==> src/rtl/mcs4_rom_arb.sv <==
// mcs4_rom_arb
// Program-memory arbiter between an i4004 core and a host port.
// The core's 8-phase instruction cycle is tracked from cpu_sync. The 12-bit
// fetch address is assembled from the bus during A1..A3, and the opcode is
// returned on M1/M2. Every memory cycle the core does not need is offered to
// the host for program load and readback. The block also drives the core's
// reset from run.
//
// Ports
//   clk, rst            clock, synchronous active-high reset
//   run                 1 = core released, 0 = core held in reset
//   cpu_rst             registered reset to the core
//   cpu_sync            core sync (high in X3)
//   cpu_dbus_out/in     core data bus (address nibbles out, opcode nibbles in)
//   mem_*               single-port 4096x8 synchronous memory, read data 1 cycle late
//   host_*              host access port (req/ack, read data return)
//   sync_err            sticky out-of-phase sync flag
//   fetch_cnt           wrapping count of core fetches
//   last_fetch_addr     address of the most recent core fetch
//
// Host handshake: the host raises host_req with host_we/host_addr/host_wdata
// and keeps them stable. A cycle with host_ack=1 performs the access, and
// the request is consumed at that clock edge. Holding host_req high across
// consecutive acks issues back-to-back accesses. A read returns
// host_rvalid=1 with host_rdata in the cycle after its ack.

module mcs4_rom_arb (
  input  logic        clk,
  input  logic        rst,
  input  logic        run,
  output logic        cpu_rst,
  input  logic        cpu_sync,
  input  logic [3:0]  cpu_dbus_out,
  output logic [3:0]  cpu_dbus_in,
  output logic        mem_en,
  output logic        mem_we,
  output logic [11:0] mem_addr,
  output logic [7:0]  mem_wdata,
  input  logic [7:0]  mem_rdata,
  input  logic        host_req,
  input  logic        host_we,
  input  logic [11:0] host_addr,
  input  logic [7:0]  host_wdata,
  output logic        host_ack,
  output logic        host_rvalid,
  output logic [7:0]  host_rdata,
  output logic        sync_err,
  output logic [15:0] fetch_cnt,
  output logic [11:0] last_fetch_addr
);

  typedef enum logic [2:0] {
    PH_A1, PH_A2, PH_A3, PH_M1, PH_M2, PH_X1, PH_X2, PH_X3
  } ph_t;

  ph_t         r_ph;
  logic        r_locked;
  logic        r_cpu_rst;
  logic [3:0]  r_addr_lo;
  logic [3:0]  r_addr_mid;
  logic [7:0]  r_fetch_byte;
  logic        r_rd_pend;
  logic [7:0]  r_rdata_hold;
  logic        r_sync_err;
  logic [15:0] r_fetch_cnt;
  logic [11:0] r_last_fetch_addr;

  logic        w_cpu_slot;
  logic [11:0] w_fetch_addr;
  logic        w_host_ack;

  // The core owns the memory only in A3. Any host request in that cycle
  // is delayed by exactly one cycle.
  assign w_cpu_slot   = r_locked && (r_ph == PH_A3) && !r_cpu_rst;
  assign w_fetch_addr = {cpu_dbus_out, r_addr_mid, r_addr_lo};
  assign w_host_ack   = host_req && !rst && !w_cpu_slot;

  always_comb begin
    mem_en    = 1'b0;
    mem_we    = 1'b0;
    mem_addr  = 12'd0;
    mem_wdata = 8'd0;
    if (w_cpu_slot) begin
      mem_en   = 1'b1;
      mem_addr = w_fetch_addr;
    end else if (w_host_ack) begin
      mem_en    = 1'b1;
      mem_we    = host_we;
      mem_addr  = host_addr;
      mem_wdata = host_wdata;
    end
  end

  // M1 passes the high nibble straight from the memory read of A3. The byte
  // is latched so that M2 can supply the low nibble even if a host read
  // changes mem_rdata in the meantime.
  always_comb begin
    cpu_dbus_in = 4'd0;
    if (r_locked && r_ph == PH_M1)
      cpu_dbus_in = mem_rdata[7:4];
    else if (r_locked && r_ph == PH_M2)
      cpu_dbus_in = r_fetch_byte[3:0];
  end

  always_ff @(posedge clk) begin
    if (rst) begin
      r_ph              <= PH_A1;
      r_locked          <= 1'b0;
      r_cpu_rst         <= 1'b1;
      r_addr_lo         <= 4'd0;
      r_addr_mid        <= 4'd0;
      r_fetch_byte      <= 8'd0;
      r_rd_pend         <= 1'b0;
      r_rdata_hold      <= 8'd0;
      r_sync_err        <= 1'b0;
      r_fetch_cnt       <= 16'd0;
      r_last_fetch_addr <= 12'd0;
    end else begin
      r_cpu_rst <= !run;

      if (cpu_sync) r_ph <= PH_A1;
      else          r_ph <= ph_t'(r_ph + 3'd1);

      // r_cpu_rst lags run by one cycle, so the lock drops one cycle after
      // the core enters reset.
      if (r_cpu_rst)     r_locked <= 1'b0;
      else if (cpu_sync) r_locked <= 1'b1;

      if (r_locked && ((cpu_sync && r_ph != PH_X3) || (!cpu_sync && r_ph == PH_X3)))
        r_sync_err <= 1'b1;

      if (r_ph == PH_A1) r_addr_lo  <= cpu_dbus_out;
      if (r_ph == PH_A2) r_addr_mid <= cpu_dbus_out;

      if (w_cpu_slot) begin
        r_last_fetch_addr <= w_fetch_addr;
        r_fetch_cnt       <= r_fetch_cnt + 16'd1;
      end

      if (r_locked && r_ph == PH_M1) r_fetch_byte <= mem_rdata;

      // Run control does not cancel a read that is already in flight.
      r_rd_pend <= w_host_ack && !host_we;
      if (r_rd_pend) r_rdata_hold <= mem_rdata;
    end
  end

  assign cpu_rst         = r_cpu_rst;
  assign host_ack        = w_host_ack;
  assign host_rvalid     = r_rd_pend;
  assign host_rdata      = r_rd_pend ? mem_rdata : r_rdata_hold;
  assign sync_err        = r_sync_err;
  assign fetch_cnt       = r_fetch_cnt;
  assign last_fetch_addr = r_last_fetch_addr;

endmodule
==> config.mk <==
export PLATFORM = sky130hd
export DESIGN_NAME = mcs4_rom_arb
export DESIGN_NICKNAME = d
export VERILOG_FILES = /design/src/rtl/mcs4_rom_arb.sv
export SDC_FILE = /design/constraint.sdc
export NUM_CORES = 1
export LEC_CHECK = 0
export ABC_AREA = 1
export BUFFER_PORTS_ARGS = -buffer_cell sky130_fd_sc_hd__buf_4
export CELL_PAD_IN_SITES_DETAIL_PLACEMENT = 0
export CELL_PAD_IN_SITES_GLOBAL_PLACEMENT = 2
export CORE_MARGIN = 2
export CORE_UTILIZATION = 24
export DETAILED_ROUTE_END_ITERATION = 16
export GPL_ROUTABILITY_DRIVEN = 0
export PLACE_DENSITY = 0.8
export RECOVER_POWER = 100
export SYNTH_ARGS = -nofsm -noshare
export SYNTH_HDL_FRONTEND = slang
export SYNTH_SLANG_ARGS = --single-unit
==> constraint.sdc <==
create_clock -name clk -period 1.6 [get_ports clk]
set_input_delay 0.16 -clock clk [delete_from_list [all_inputs] [get_ports clk]]
set_output_delay 0.16 -clock clk [all_outputs]
set_load 0.005 [all_outputs]
== Word level (Yosys, flattened, before mapping) ==
Cells that the tools add are included.

* Register bits: 55
* Input bits: 38

* Muxes and demuxes: 11
* Equality and inequality tests: 6
* Reductions and logical operators: 20
* Add/subtract/negate cells: 2

{| class="wikitable"
|+ Operator list
! kind !! count
|-
| 2-to-1 mux 12 bit || 2
|-
| 2-to-1 mux 8 bit || 3
|-
| adder 16 x 1 -> 16 bit, second input constant || 1
|-
| logical AND 1 bit || 10
|-
| 2-to-1 mux 4 bit || 2
|-
| == test 3 x 2 -> 1 bit, second input constant || 2
|-
| == test 3 bit, second input constant || 2
|-
| zero test 1 bit || 6
|-
| 2-to-1 mux 1 bit || 4
|-
| OR reduction 2 bit || 2
|-
| adder 3 x 1 -> 3 bit, second input constant || 1
|-
| == test 3 x 1 -> 1 bit, second input constant || 1
|-
| zero test 3 bit || 1
|-
| inequality test 3 bit, second input constant || 1
|-
| logical OR 1 bit || 1
|}

== Depth between registers and ports, before layout ==
Gate-level depths: netlist of the first run.

* Word-level depth: 7
* Depth in mapped cells: 11
* Depth with buffers taken out: 11

== Worst setup path after synthesis of the first run ==
Ideal clock, no wire load.

* Kind: reg2out
* Start: register r_ph[0]
* End: output port mem_addr[10]
* Required time: 1440 ps
* Path slack: 112 ps
* Cell stages (with the launch flop): 12
* Path buffers: 2
* Arrival time: 1328 ps
* Cells stage by stage: dfxtp_1 > inv_1 > ha_1 > nand2_1 > inv_1 > nand2_2 > buf_6 > nand3_1 > inv_2 > buf_4 > nand2_1 > nand2_1

* Word-level cells in the longest chain between the ends: 7

{| class="wikitable"
|+ RTL lines
! element !! RTL line !! RTL
|-
| start: declaration || 56 || <nowiki>ph_t r_ph;</nowiki>
|-
| start signal: assignment || 122 || <nowiki>else r_ph <= ph_t'(r_ph + 3'd1);</nowiki>
|-
| == test 3 x 2 -> 1 bit || 74 || <nowiki>assign w_cpu_slot = r_locked && (r_ph == PH_A3) && !r_cpu_rst;</nowiki>
|-
| logical AND 1 bit (2 in a row) || 74 ||
|-
| zero test 1 bit || 76 || <nowiki>assign w_host_ack = host_req && !rst && !w_cpu_slot;</nowiki>
|-
| logical AND 1 bit || 76 ||
|-
| net host_ack || 44 || <nowiki>output logic host_ack,</nowiki>
|-
| 2-to-1 mux 12 bit || 86 || <nowiki>end else if (w_host_ack) begin</nowiki>
|-
| 2-to-1 mux 12 bit || 83 || <nowiki>if (w_cpu_slot) begin</nowiki>
|-
| end: declaration || 37 || <nowiki>output logic [11:0] mem_addr,</nowiki>
|}

The timed path passes the listed nets, and every way through them passes these cells.

== Worst setup path after layout of the first run ==
* Start: register r_ph[0]
* End: output port mem_wdata[0]

* Word-level cells in the longest chain between the ends: 7

{| class="wikitable"
|+ RTL lines
! element !! RTL line !! RTL
|-
| == test 3 x 2 -> 1 bit (*) || 74 ||
|-
| logical AND 1 bit (*) (2 in a row) || 74 ||
|-
| zero test 1 bit || 76 ||
|-
| logical AND 1 bit || 76 ||
|-
| 2-to-1 mux 8 bit || 86 ||
|-
| 2-to-1 mux 8 bit (*) || 83 ||
|-
| end: declaration || 38 || <nowiki>output logic [7:0] mem_wdata,</nowiki>
|}

Every way passes the cells marked *; elsewhere a longest branch is shown, timed or not.

==> impl_metrics.ini, run 1 <==
[logic_synthesis]
yosys-top-cells-count = 123 x nand2_1, 60 x nor2_1, 55 x dfxtp_1
seq_area_frac_synth_pct = 44.6
yosysMostFrequentCell = nand2_1
ys_types = 24
synth_flop_cell = dfxtp_1
yosys-top-cells-area = dfxtp_1 45%, nand2_1 19%, nor2_1 9.1%, a21oi_1 5.9%, inv_1 5.3%
netlist.top_cell.by_area = dfxtp_1
synth-edff-count = 0
syn_area_sq_um = 2470
ys_ff_latch = 55
synth_top_area_share_pct = 44.6
syn_nets = 407
syn_inst = 362
syn-mean-instance-area_sq_um = 6.82
ys.warnings.count = 0
synth-async-reset-ratio_pct = 0

[layout]
final_cells = 623
areaGrowthSynthToFinish_pct = 58.8
drive_above_1_share_pct = 35.1
finish.utilization_pct = 38.7
fin_area_sq_um = 3920
nFillCells = 1105
fin_nets = 531
antenna_cells = 0

[timing]
holdWs_ns = 0.0263
rsz0062_at_grt = true
setup-violations-final = 29
slew_viol_final = 0
clock.fmax_mhz = 576
period_share_pct = 108
finalHoldViolCount = 0
fin_skew_ns = 0.0180
worst_slack_ns = -0.136
relSlewSlack_pct = 71.5
period_needed_ns = 1.74
fin_setup_tns_ns = -2.66
tightest_slew_ns = 0.427

[drt]
vias = 2615
finalWirelength_um = 7230
routedWlPerCell_um = 11.6
ant_nets = 0
drcViolationCount = 0
vias_per_cell = 4.20
drt_pass1_iterations = 4
drt_iter0_drc = 58

[setup_path]
arrival_ns = 1.58
worstSetupPathType = reg2out
crit_required_ns = 1.44
rrSetupSlack_ns = -0.12
path_max_fanout = 5
critPathLaunchType = flop
end_kind = output port

[power_and_ir_drop]
vdd_ir_drop_max_mv = 0.320
p_leak_nw = 1.83
power_mw = 2.57
power_density_nw_per_um2 = 656

[place]
dp_hpwl_um = 5260
dpl_cell_area_sq_um = 3410
place_worst_setup_slack_ns = -0.0104
placed_cells = 598
port_buffers = 103

[clock_tree]
root_buffer = clkbuf_8
path_clk_slew_ns = 0.09
cts_buffer_depth = 2
htreeDepth = 2
worst_skew_pair.late_latency_ns = 0.32
cts_buffers = 5
cts_tree = yes
clkSinkCount = 55

[global_routing]
grt_max_degree = 23
gr-total-overflow = 0
gr-usage-all-layers_pct = 12.8
grt_pass1_vias = 2444
grt_pass1_wl_um = 11600
antenna_found_initial = 0

[floorplan]
rows = 37
core_area_sq_um = 10100
fp.dieArea_sq_um = 11100
ios = 104
die_y_um = 105
start_util_pct = 24.4
die_x_um = 105

[hold_path]
hold_class = in2reg

[status]
violations = negative setup slack
outcome = finished with violations

[run]
drv_cap = 0
## final cells by class
cell class | count | area (sq um) | area share (%)
Multi-Input combinational cell | 259 | 1370 | 34.9
Sequential cell | 55 | 1110 | 28.2
Clock inverter | 3 | 27.5 | 0.702
Tap cell | 136 | 170 | 4.34
Timing Repair Buffer | 128 | 1020 | 26.0
Inverter | 37 | 156 | 3.99
Clock buffer | 5 | 68.8 | 1.75
## flip-flops by register name (all words and copies together), names as in the netlist, 3 cells and up
register	cells
r_ph	3
r_rdata_hold	8
r_addr_mid	4
last_fetch_addr	12
fetch_cnt	16
r_fetch_byte	4
r_addr_lo	4
## power breakdown
| part | switching (mW) | internal [mW] | total [mW] |
|---|---|---|---|
| clock network | 0.502 | 0.326 | 0.828 |
| logic | 0.157 | 0.172 | 0.329 |
| registers | 0.0162 | 1.40 | 1.41 |
## layer usage
layer | GRT usage (%) | vias up | share of wire (%)
met1 | 16.6 | 1185 | 46
met3 | 2.78 | 5 | 4.7
met2 | 21.7 | 63 | 48
met5 | 0 | - | 0
li1 | - | 1362 | -
met4 | 2.76 | 0 | 0.62
## timing repair
action / in CTS / in global routing
resized for setup: 60 / 29
pin swaps: 7 / 9
hold endpoints to repair: 1 / 0
setup endpoints to repair: 27 / 39
setup buffers: 8 / 8
hold buffers: 1 / 0
gates cloned: 1 / 0
## logic make-up after synthesis
| group | after synthesis | synth area share, % |
|---|---|---|
| simple gates | 203 | 33.3 |
| buf+inv | 48 | 8.31 |
| fa+ha+maj | 7 | 3.55 |
| xor+xnor | 2 | 0.709 |
| compound gates | 47 | 9.52 |
| flops | 55 | 44.6 |
## worst max-delay path, stage by stage (launching register included)
cell and delay (ns):
dfxtp_2 0.35, inv_2 0.05, ha_4 0.15, nand2_2 0.06, inv_2 0.04, nand2_4 0.07
nand3_4 0.16, buf_8 0.20, nor2_4 0.11, buf_6 0.10
## worst paths after layout
path                            depth (start not counted)  startpoint           end
worst min register to register                          1     cpu_rst      r_locked
worst max register to register                         14     r_ph[0]  fetch_cnt[8]
worst min-delay path                                    2         run       cpu_rst
worst max-delay path                                    9     r_ph[0]  mem_wdata[0]
## placed cells by master, fill, tap and decap left out, drive strengths merged
cell | Yosys | layout
dlygate4sd3 | 0 | 1
clkbuf | 4 | 36
nor3 | 1 | 1
a21oi | 29 | 29
or2 | 2 | 2
nor2 | 62 | 62
nor3b | 1 | 1
nand3 | 8 | 8
clkinvlp | 0 | 1
dfxtp | 55 | 55
o21ai | 18 | 18
nand2 | 124 | 124
nand3b | 1 | 1
xor2 | 2 | 2
buf | 7 | 96
inv | 37 | 39
ha | 7 | 7
nand4 | 4 | 4
Note: power is estimated with default switching activity, not from simulation.
==> run 2: changes to the inputs <==
--- a/config.mk
+++ b/config.mk
@@ -7,7 +7,7 @@
 export LEC_CHECK = 0
 export ABC_AREA = 1
 export BUFFER_PORTS_ARGS = -buffer_cell sky130_fd_sc_hd__buf_4
-export CELL_PAD_IN_SITES_DETAIL_PLACEMENT = 0
+export CELL_PAD_IN_SITES_DETAIL_PLACEMENT = 1
 export CELL_PAD_IN_SITES_GLOBAL_PLACEMENT = 2
 export CORE_MARGIN = 2
 export CORE_UTILIZATION = 24
==> run 2 against run 1 <==
The flow still finishes with violations (negative setup slack). Sequential share of layout area is 0.27 points higher. Register-to-register slack hardly changed. First-iteration DRC count increased by 38%. Setup slack worse by 0.036 ns. Global-route usage is 1.4 points higher. Clock power up 0.6%. Worst hold slack worse by 0.011 ns. Non-clock buffer count decreased by 5. Critical path depth decreased by 3. Critical path type unchanged. Critical endpoint is now cpu_dbus_in[2]. Largest power group unchanged.
==> impl_metrics.ini, run 2 (synthesized netlist as in run 1, its figures left out) <==
[timing]
holdWs_ns = 0.0149
period_needed_ns = 1.77
setup-violations-final = 34
fin_skew_ns = 0.0143
relSlewSlack_pct = 79.9
fin_setup_tns_ns = -3.67
slew_viol_final = 0
clock.fmax_mhz = 565
period_share_pct = 111
rsz0062_at_grt = true
tightest_slew_ns = 0.301
finalHoldViolCount = 0
worst_slack_ns = -0.171

[layout]
multi_input_area_sq_um = 1350
fin_nets = 526
mostFrequentLayoutCell = nand2_1
nFillCells = 1252
areaGrowthSynthToFinish_pct = 56.9
regArea_sq_um = 1100
finish.utilization_pct = 38.2
drive_above_1_share_pct = 36.7
final_cell_mix = 111 x nand2_1, 108 x buf_4, 52 x dfxtp_1, 48 x nor2_1, 32 x inv_1
antenna_cells = 0
largest_reg_flops = 16

[hold_path]
min_from = run
hold_class = in2reg

[power_and_ir_drop]
p_leak_nw = 1.84
power_density_nw_per_um2 = 664
vdd_ir_drop_max_mv = 0.336
power_mw = 2.57

[setup_path]
arrival_ns = 1.61
crit_path_start = r_ph[0]
critPathLaunchType = flop
end_kind = output port
crit_required_ns = 1.44
path_max_fanout = 4
worstSetupPathType = reg2out
timing.rr.start = r_ph[0]

[drt]
routedWlPerCell_um = 12.7
drcViolationCount = 0
drt_pass1_iterations = 4
finalWirelength_um = 7860
vias_per_cell = 4.30
vias = 2657
ant_nets = 0
drt_iter0_drc = 80

[status]
outcome = finished with violations
violations = negative setup slack

[floorplan]
core_area_sq_um = 10100
die_y_um = 105
die_x_um = 105
fp.dieArea_sq_um = 11100
rows = 37
ios = 104
start_util_pct = 24.4

[global_routing]
grt_max_degree = 23
gr-usage-all-layers_pct = 14.2
gr-total-overflow = 0
grt_pass1_vias = 2708
grt_pass1_wl_um = 12900
antenna_found_initial = 0

[place]
place_worst_setup_slack_ns = -0.0543
dp_hpwl_um = 5820
port_buffers = 103

[clock_tree]
path_clk_slew_ns = 0.10
cts_buffer_depth = 2
cts_tree = yes
worst_skew_pair.late_latency_ns = 0.32
root_buffer = clkbuf_8
clkSinkCount = 55
cts_buffers = 5
htreeDepth = 2

[run]
drv_cap = 0
## run 2: changes by cell type in the layout (fill, tap and decap cells not counted), sizes merged
cell    before  now
clkinv       0    1
buf         96  122
inv         39   38
clkbuf      36    5
## run 2: metrics by stage
stage               instances  cell area, sq um
floorplan                 362              2470
global placement          598              3410
detailed placement        598              3410
CTS                       614              3780
global route              618              3870
finish                    618              3870
## run 2: where the power goes
part	switching (mW)	total [mW]	leakage [nW]	internal [mW]
Clock	0.510	0.833	0.0463	0.323
Sequential	0.0166	1.41	0.447	1.40
Combinational	0.156	0.325	1.35	0.170
## run 2: final timing paths
path	endpoint	slack (ns)	depth (start not counted)
max	cpu_dbus_in[2]	-0.17	6
min	cpu_rst	0.01	2
max reg2reg	fetch_cnt[12]	-0.12	13
min reg2reg	r_locked	0.45	1
## run 2: area by class of cell
cell class                 count  share of cell area, %
timing repair buffer         123                   25.8
tap                          136                   4.39
clock inverter                 3                  0.710
sequential                    55                   28.5
clock buffer                   5                   1.78
inverter                      37                   4.04
multi-input combinational    259                   34.8
## run 2: routing by layer
metal / up-vias / GRT usage, % / share of wire (%)
li1: 1355 / - / -
met1: 1239 / 17.6 / 44
met2: 59 / 25.2 / 50
met3: 4 / 2.97 / 4.4
met4: 0 / 3.14 / 0.72
met5: - / 0 / 0
## run 2: repair_timing
action | CTS | global route
pin swaps | 6 | 8
gates cloned | 1 | 0
hold buffers | 1 | 0
endpoints found under the setup margin | 27 | 43
endpoints found under the hold margin | 1 | 0
buffers inserted | 6 | 4
gates resized for setup | 63 | 20
## run 2: critical path, cell delays in order, from the launching register on
cell     delay, ns
dfxtp_2       0.35
inv_2         0.08
buf_4         0.11
ha_1          0.18
nand3_1       0.25
o21ai_1       0.21
buf_4         0.13
